--- src/rtl/ysyx_25020047_lsu_axil.sv ---
// ysyx_25020047_lsu_axil: multi-cycle load/store unit with an AXI4-Lite master port
// Ports: clk, rst (async, active-high); in_* request from EXU (valid/ready handshake);
//        out_* load result / store completion to WBU (valid/ready handshake);
//        ar*/r* AXI4-Lite read channels; aw*/w*/b* AXI4-Lite write channels.
module ysyx_25020047_lsu_axil (
  input  logic        clk,
  input  logic        rst,
  input  logic        in_valid,
  output logic        in_ready,
  input  logic        in_load,
  input  logic        in_store,
  input  logic [2:0]  in_funct3,
  input  logic [31:0] in_addr,
  input  logic [31:0] in_wdata,
  output logic        out_valid,
  input  logic        out_ready,
  output logic [31:0] out_rdata,
  output logic        out_err,
  output logic [31:0] araddr,
  output logic        arvalid,
  input  logic        arready,
  input  logic [31:0] rdata,
  input  logic [1:0]  rresp,
  input  logic        rvalid,
  output logic        rready,
  output logic [31:0] awaddr,
  output logic        awvalid,
  input  logic        awready,
  output logic [31:0] wdata,
  output logic [3:0]  wstrb,
  output logic        wvalid,
  input  logic        wready,
  input  logic [1:0]  bresp,
  input  logic        bvalid,
  output logic        bready
);
  typedef enum logic [2:0] {IDLE, RD_ADDR, RD_DATA, WR_REQ, WR_RESP, DONE} state_t;
  state_t      state_q, state_d;
  logic [2:0]  f3_q, f3_d;
  logic [31:0] addr_q, addr_d, wdata_q, wdata_d, rdata_q, rdata_d;
  logic [3:0]  wstrb_q, wstrb_d;
  logic        awvalid_q, awvalid_d, wvalid_q, wvalid_d, err_q, err_d;
  logic        mem, mis;
  logic [31:0] st_data, ld_data;
  logic [3:0]  st_strb;
  logic [15:0] lane;
  assign mem = in_load | in_store;
  assign mis = mem & (((in_funct3[1:0] == 2'b01) & in_addr[0]) |
                      ((in_funct3[1:0] == 2'b10) & (in_addr[1:0] != 2'b00)));
  // store data is replicated across lanes so the strobe alone selects the target bytes
  assign st_data = in_funct3[1:0] == 2'b00 ? {4{in_wdata[7:0]}} :
                   in_funct3[1:0] == 2'b01 ? {2{in_wdata[15:0]}} : in_wdata;
  assign st_strb = in_funct3[1:0] == 2'b00 ? 4'b0001 << in_addr[1:0] :
                   in_funct3[1:0] == 2'b01 ? 4'b0011 << {in_addr[1], 1'b0} : 4'b1111;
  // halfwords are always 2-byte aligned here, so a byte-offset shift also picks the half lane
  assign lane    = 16'(rdata >> {addr_q[1:0], 3'b000});
  assign ld_data = f3_q[1:0] == 2'b00 ? {{24{~f3_q[2] & lane[7]}}, lane[7:0]} :
                   f3_q[1:0] == 2'b01 ? {{16{~f3_q[2] & lane[15]}}, lane} : rdata;
  assign in_ready  = state_q == IDLE;
  assign arvalid   = state_q == RD_ADDR;
  assign rready    = state_q == RD_DATA;
  assign bready    = state_q == WR_RESP;
  assign out_valid = state_q == DONE;
  assign araddr    = {addr_q[31:2], 2'b00};
  assign awaddr    = {addr_q[31:2], 2'b00};
  assign awvalid   = awvalid_q;
  assign wvalid    = wvalid_q;
  assign wdata     = wdata_q;
  assign wstrb     = wstrb_q;
  assign out_rdata = rdata_q;
  assign out_err   = err_q;
  always_comb begin
    state_d   = state_q;
    f3_d      = f3_q;
    addr_d    = addr_q;
    wdata_d   = wdata_q;
    wstrb_d   = wstrb_q;
    rdata_d   = rdata_q;
    err_d     = err_q;
    awvalid_d = awvalid_q & ~awready;
    wvalid_d  = wvalid_q & ~wready;
    case (state_q)
      IDLE: if (in_valid) begin
        f3_d      = in_funct3;
        addr_d    = in_addr;
        wdata_d   = st_data;
        wstrb_d   = st_strb;
        rdata_d   = '0;
        err_d     = mis;
        awvalid_d = in_store & ~in_load & ~mis;
        wvalid_d  = in_store & ~in_load & ~mis;
        state_d   = (!mem || mis) ? DONE : in_load ? RD_ADDR : WR_REQ;
      end
      RD_ADDR: if (arready) state_d = RD_DATA;
      RD_DATA: if (rvalid) begin
        rdata_d = ld_data;
        err_d   = rresp != 2'b00;
        state_d = DONE;
      end
      WR_REQ: if (!awvalid_d && !wvalid_d) state_d = WR_RESP;
      WR_RESP: if (bvalid) begin
        err_d   = bresp != 2'b00;
        state_d = DONE;
      end
      DONE: if (out_ready) state_d = IDLE;
      default: state_d = IDLE;
    endcase
  end
  always_ff @(posedge clk or posedge rst) begin
    if (rst) begin
      state_q   <= IDLE;
      f3_q      <= '0;
      addr_q    <= '0;
      wdata_q   <= '0;
      wstrb_q   <= '0;
      rdata_q   <= '0;
      err_q     <= 1'b0;
      awvalid_q <= 1'b0;
      wvalid_q  <= 1'b0;
    end else begin
      state_q   <= state_d;
      f3_q      <= f3_d;
      addr_q    <= addr_d;
      wdata_q   <= wdata_d;
      wstrb_q   <= wstrb_d;
      rdata_q   <= rdata_d;
      err_q     <= err_d;
      awvalid_q <= awvalid_d;
      wvalid_q  <= wvalid_d;
    end
  end
endmodule

--- config.mk ---
export PLATFORM = sky130hd
export DESIGN_NAME = ysyx_25020047_lsu_axil
export DESIGN_NICKNAME = d
export VERILOG_FILES = /design/src/rtl/ysyx_25020047_lsu_axil.sv
export SDC_FILE = /design/constraint.sdc
export NUM_CORES = 1
export LEC_CHECK = 0
export ABC_AREA = 1
export CAP_MARGIN = 20
export CORE_MARGIN = 10
export CORE_UTILIZATION = 39
export CTS_BUF_LIST = sky130_fd_sc_hd__clkbuf_4 sky130_fd_sc_hd__clkbuf_8 sky130_fd_sc_hd__clkbuf_16
export CTS_CLUSTER_SIZE = 10
export DETAILED_ROUTE_END_ITERATION = 6
export HOLD_SLACK_MARGIN = 0.02
export PLACE_DENSITY = 0.78
export SETUP_SLACK_MARGIN = 0.5
export SYNTH_ARGS = -nofsm -noshare
export SYNTH_HDL_FRONTEND = slang
export SYNTH_SLANG_ARGS = --single-unit
export TNS_END_PERCENT = 50
--- constraint.sdc ---
create_clock -name clk -period 4.4 [get_ports clk]
set_input_delay 1.32 -clock clk [delete_from_list [all_inputs] [get_ports clk]]
set_output_delay 1.32 -clock clk [all_outputs]
set_load 0.01 [all_outputs]
==> impl_metrics.tcl, run 1 <==
set metrics [dict create \
    postCtsSetupBuffers 0 \
    report.final.slew_viol_count 0 \
    synthSimpleGateAreaFrac 0.2922 \
    synth_area_um2 5803 \
    async_flop_share 1.000 \
    clk_path_buf_depth 2 \
    synth_edf_count 0 \
    place.gp.congestion 0.9119 \
    seq_power_share 0.329 \
    clk_latency_ns 0.35 \
    cts_tree "yes" \
    vias 5530 \
    antenna_found_initial 0 \
    first_pass_iters 5 \
    initial_core_util 0.3993 \
    clkPwrFrac 0.150 \
    syn_avg_cell_area_um2 7.676 \
    num_rows 44 \
    cp_max_fo 6 \
    area_growth_pct 43.01 \
    synth_top_flop_cell "dfrtp_1" \
    synthAdderAreaFrac 0 \
    clock-sinks 109 \
    cts_hold_buf 0 \
    outcome "finished clean" \
    wirelength_um 19210 \
    synthMuxAreaShare 0 \
    core_um2 14530 \
    setup.worst_path.end "bready" \
    r2r_start "addr_q[0]$_DFFE_PP0P_" \
    diodes 0 \
    die_y_um 142.0 \
    min_period_ns 3.230 \
    power.share.combinational 0.521 \
    layout_common_cells "301 x nand2_1, 249 x clkdlybuf4s50_1, 109 x dfrtp_1" \
    cts.htree.levels 3 \
    worst_ir_drop_vdd_mv 0.3557 \
    arrival_ns 1.91 \
    clk_pin_slew_ns 0.07 \
    grt_max_degree 76 \
    sw_frac_of_total 0.3906 \
    grt_pass1_wl_um 29480 \
    timing.final.hold_violations 0 \
    track_usage 0.1820 \
    drcViolationCount 0 \
    post_cts_resized 0 \
    worst-r2r-cell-count 7 \
    ys_ff_latch 109 \
    hp-class "flip-flop to flip-flop" \
    viasPerCell 4.960 \
    grt_setup_unrepaired "false" \
    holdPathStages 2 \
    end_kind "output port" \
    cts-root-buf "clkbuf_16" \
    fmax_mhz 309.6 \
    p_leak_nw 3.887 \
    worstSetupStartpoint "state_q[1]$_DFFE_PP0P_" \
    ys_seq_area_frac 0.4700 \
    synth_top_family_by_area "simple AND/OR/NAND/NOR gates" \
    ios 254 \
    io_buffer_count 249 \
    setup_violations 0 \
    power_density_nw_per_um2 683.5 \
    grt_pass1_vias 5330 \
    synth.distinct_cells 27 \
    p_switching_mw 2.216 \
    synth-xor-area-share 0 \
    synth_compound_area_frac 0.09810 \
    drtIter0Drc 402 \
    hpwl_um 14620 \
    grt-ovfl-total 0 \
    final_util 0.5710 \
    final_common_cell "nand2_1" \
    synth_warnings 0 \
    tightestPinTransition_ns 0.9420 \
    finalClockSkew_ns 0.006035 \
    wire_per_inst_um 17.23 \
    dieArea_um2 20160 \
    critPathRequiredTime_ns 3.08 \
    numCtsBuffers 9 \
    slew_headroom 0.3720 \
    ant_nets 0 \
    critPathLaunchType "flip-flop" \
    maxCapViolations 0 \
    r2r_end "out_rdata[16]$_DFFE_PP0P_" \
    intPower_mw 3.457 \
    syn-instance-count 756 \
    nets 1040 \
    setup_tns_ns 0 \
    r2r_slack_ns 1.91 \
    die_w_um 142.0 \
    crit_type "flip-flop to output port" \
    drive_gt1_frac 0.04511 \
    finalCritPeriodShare 0.7341 \
]
area by class of cell:
cell class / count / area, um2
Timing Repair Buffer: 256 / 2570
Sequential cell: 109 / 2728
Clock buffer: 13 / 267.8
Fill cell: 1371 / 6235
Multi-Input combinational cell: 507 / 2295
Inverter: 43 / 165.2
Clock inverter: 3 / 43.79
Tap cell: 184 / 230.2
flip-flops by register name, indices dropped and copies added, names as in the netlist:
name,flops
addr_q,32
awvalid,1
f3_q,3
out_err,1
out_rdata,32
state_q,3
wdata,32
wstrb,4
wvalid,1
kinds of logic after synthesis:
group,after synthesis
other,1
and+or+nand+nor,410
buffers and inverters,143
AOI/OAI and AO/OA,93
DFF,109
power by group through the flow:
stage	sequential [mW]	clock, mW	combinational (mW)
floorplan	1.90	0	1.65
global placement	1.86	0	2.93
detailed placement	1.87	0	2.99
CTS	1.87	0.871	3.00
global route	1.93	0.915	3.24
finish	1.86	0.852	2.96
cells in the mapped netlist, drive strengths merged, types with 2 or more instances:
cell type,number,area [um2]
o21ai,41,205.2
clkbuf,13,48.80
or2,6,37.54
inv,42,157.7
nor2,32,127.6
o211ai,13,97.59
nand2,302,1134
o31ai,8,60.06
nor3,3,25.02
buf,87,596.8
a21oi,11,55.05
nand4,25,156.4
nand3,42,215.2
o21a,16,120.1
o221ai,2,17.52
dfrtp,109,2728
critical path: stages, from the launching register on:
cell and delay (ns):
dfrtp_1 0.46, inv_2 0.10, nand2_1 0.12, nor2_1 0.28, clkdlybuf4s50_1 0.61
metrics by stage:
step	hold WS (ns)	setup slack [ns]	area [um2]	instances	total power [mW]
6_report	0.4782	1.170	8299	1115	5.673
5_1_grt	0.4970	1.052	8299	1115	6.084
4_1_cts	0.4827	1.148	8299	1115	5.739
3_5_place_dp	0.4643	1.125	7988	1099	4.861
3_3_place_gp	0.4621	1.184	7968	1098	4.795
2_1_floorplan	0.4728	1.765	5818	759	3.545
how the worst min path moves through the flow:
stage / startpoint / endpoint / slack [ns]
floorplan: addr_q[10]$_DFFE_PP0P_ / addr_q[10]$_DFFE_PP0P_ / 0.47
global placement: out_rdata[6]$_DFFE_PP0P_ / out_rdata[6]$_DFFE_PP0P_ / 0.46
detailed placement: out_rdata[15]$_DFFE_PP0P_ / out_rdata[15]$_DFFE_PP0P_ / 0.46
CTS: out_rdata[15]$_DFFE_PP0P_ / out_rdata[15]$_DFFE_PP0P_ / 0.48
global route: out_rdata[24]$_DFFE_PP0P_ / out_rdata[24]$_DFFE_PP0P_ / 0.50
finish: out_rdata[24]$_DFFE_PP0P_ / out_rdata[24]$_DFFE_PP0P_ / 0.48
routing by layer:
metal | track usage | vias up | routed length, um
met5 | 0 | - | 0
met4 | 0.04196 | 0 | 204
met3 | 0.07176 | 14 | 2128
met2 | 0.2958 | 238 | 9117
met1 | 0.2219 | 2582 | 7761
li1 | - | 2696 | -
(Power assumes the default switching activity.)
==> run 2, diff against run 1 <==
CORE_UTILIZATION = 40   (was 39)
PLACE_DENSITY = 0.77   (was 0.78)
clock period = 3.2 ns   (was 4.4 ns; I/O delays follow)
==> run 2 against run 1 <==
Against the previous run:
- critical path depth unchanged
- register-to-register slack worse by 0.88 ns
- setup slack worse by 0.69 ns
- sequential power up 35%
- clock skew about the same
- critical path type unchanged
==> impl_metrics.tcl, run 2 (synthesis gave the netlist of run 1 again) <==
set metrics [dict create \
    power.total_mw 7.724 \
    die_y_um 140.4 \
    die_w_um 140.4 \
    clk_latency_ns 0.35 \
    cts_tree "yes" \
    tightestPinTransition_ns 0.8028 \
    grt-ovfl-total 0 \
    place_ws_ns 0.5625 \
    cts-root-buf "clkbuf_16" \
    grt_pass1_wl_um 30150 \
    wl_met1_um 7463 \
    viasPerCell 4.986 \
    fin_cells 1115 \
    crit_type "flip-flop to output port" \
    grt_pass1_vias 5594 \
    worst-r2r-cell-count 6 \
    slew_headroom 0.4591 \
    holdPathStages 2 \
    diodes 0 \
    drtIter0Drc 446 \
    report.final.slew_viol_count 0 \
    worst_ir_drop_vdd_mv 0.4450 \
    cp_max_fo 6 \
    wirelength_um 18960 \
    initial_core_util 0.4133 \
    hold_slack_ns 0.4825 \
    vias 5559 \
    cts_hold_buf 0 \
    first_pass_iters 5 \
    grt_max_degree 110 \
    final_common_cell "nand2_1" \
    ant_nets 0 \
    fill_cells 1294 \
    end_kind "output port" \
    finalCritPeriodShare 0.8514 \
    timing.final.hold_violations 0 \
    nets 1044 \
    arrival_ns 1.76 \
    wl_met2_um 9071 \
    drcViolationCount 0 \
    cts.htree.levels 3 \
    min_period_ns 2.724 \
    top_layer "met4" \
    dp_cells 1099 \
    antenna_found_initial 0 \
    fin_ws_ns 0.4757 \
    grt_setup_unrepaired "true" \
    critPathLaunchType "flip-flop" \
    finalClockSkew_ns 0.005631 \
    layout_common_cells "301 x nand2_1, 246 x clkdlybuf4s50_1, 108 x dfrtp_1" \
    core_um2 14040 \
    dr_wl_met3_um 2189 \
    clk_path_buf_depth 2 \
    hpwl_um 14280 \
    place.gp.congestion 0.8588 \
    hp-class "flip-flop to flip-flop" \
    critPathRequiredTime_ns 2.24 \
    io_buffer_count 249 \
    setup_violations 0 \
    dieArea_um2 19720 \
    maxCapViolations 0 \
    fmax_mhz 367.1 \
    clk_pin_slew_ns 0.07 \
    power_density_nw_per_um2 931.2 \
    ios 254 \
    p_leak_nw 3.917 \
    setup_tns_ns 0 \
    outcome "finished clean" \
    drive_gt1_frac 0.05134 \
    numCtsBuffers 9 \
    area_growth_pct 42.93 \
    clock-sinks 109 \
    wire_per_inst_um 17.01 \
    track_usage 0.1870 \
    num_rows 43 \
]
-- run 2: cell count changes in the layout (fill, tap and decap cells not counted), sizes merged --
cell / previous run / this run
dlygate4sd2: 0 / 1
inv: 41 / 42
buf: 7 / 11
clkinv: 3 / 4
clkdlybuf4s50: 249 / 246
dlymetal6s2s: 0 / 2
clkbuf: 13 / 11
bufinv: 1 / 0
clkinvlp: 1 / 2
-- run 2: critical path, cell delays in order, from the launching register on --
cell and delay, ns:
dfrtp_1 0.45, inv_2 0.10, nand2_1 0.15, nor2_4 0.15
clkdlybuf4s50_1 0.56
-- run 2: through the flow --
stage               utilization  cell area, um2
CTS                      0.5899            8283
global placement         0.5697            8000
floorplan                     -            5818
finish                   0.5907            8294
global route             0.5907            8294
detailed placement       0.5697            8000
-- run 2: path summary, 6_finish.rpt --
kind	from	to	slack, ns
max in group asynchronous	rst	addr_q[1]$_DFFE_PP0P_	1.62
min	out_rdata[12]$_DFFE_PP0P_	out_rdata[12]$_DFFE_PP0P_	0.48
min reg2reg	out_rdata[12]$_DFFE_PP0P_	out_rdata[12]$_DFFE_PP0P_	0.48
max	state_q[1]$_DFFE_PP0P_	bready	0.48
min in group asynchronous	rst	addr_q[18]$_DFFE_PP0P_	1.12
max reg2reg	addr_q[1]$_DFFE_PP0P_	out_rdata[27]$_DFFE_PP0P_	1.03
-- run 2: layout make-up --
class,count,area [um2],area share
clock buffers,11,246.5,0.02972
clock inverters,5,35.03,0.004224
inverters,43,165.2,0.01991
multi-input cells,507,2302,0.2776
flip-flops and latches,109,2729,0.3290
well taps,180,225.2,0.02715
repair buffers,260,2591,0.3124
-- run 2: timing repair --
action / in CTS / in global routing
resized for setup: 2 / 4
endpoints found under the setup margin: 4 / 4
buffers inserted: 0 / 0
pin swaps: 0 / 0
-- run 2: where the power goes --
| group | switching [mW] | internal (mW) |
|---|---|---|
| combinational | 2.06 | 2.07 |
| clock | 0.521 | 0.561 |
| sequential | 0.478 | 2.03 |
| total | 3.06 | 4.66 |
-- run 2: routing by layer --
metal  up-vias  global-route usage
li1       2717                   -
met1      2612              0.2209
met4         0             0.04620
met3        16             0.08722
met2       214              0.3007
met5         -                   0
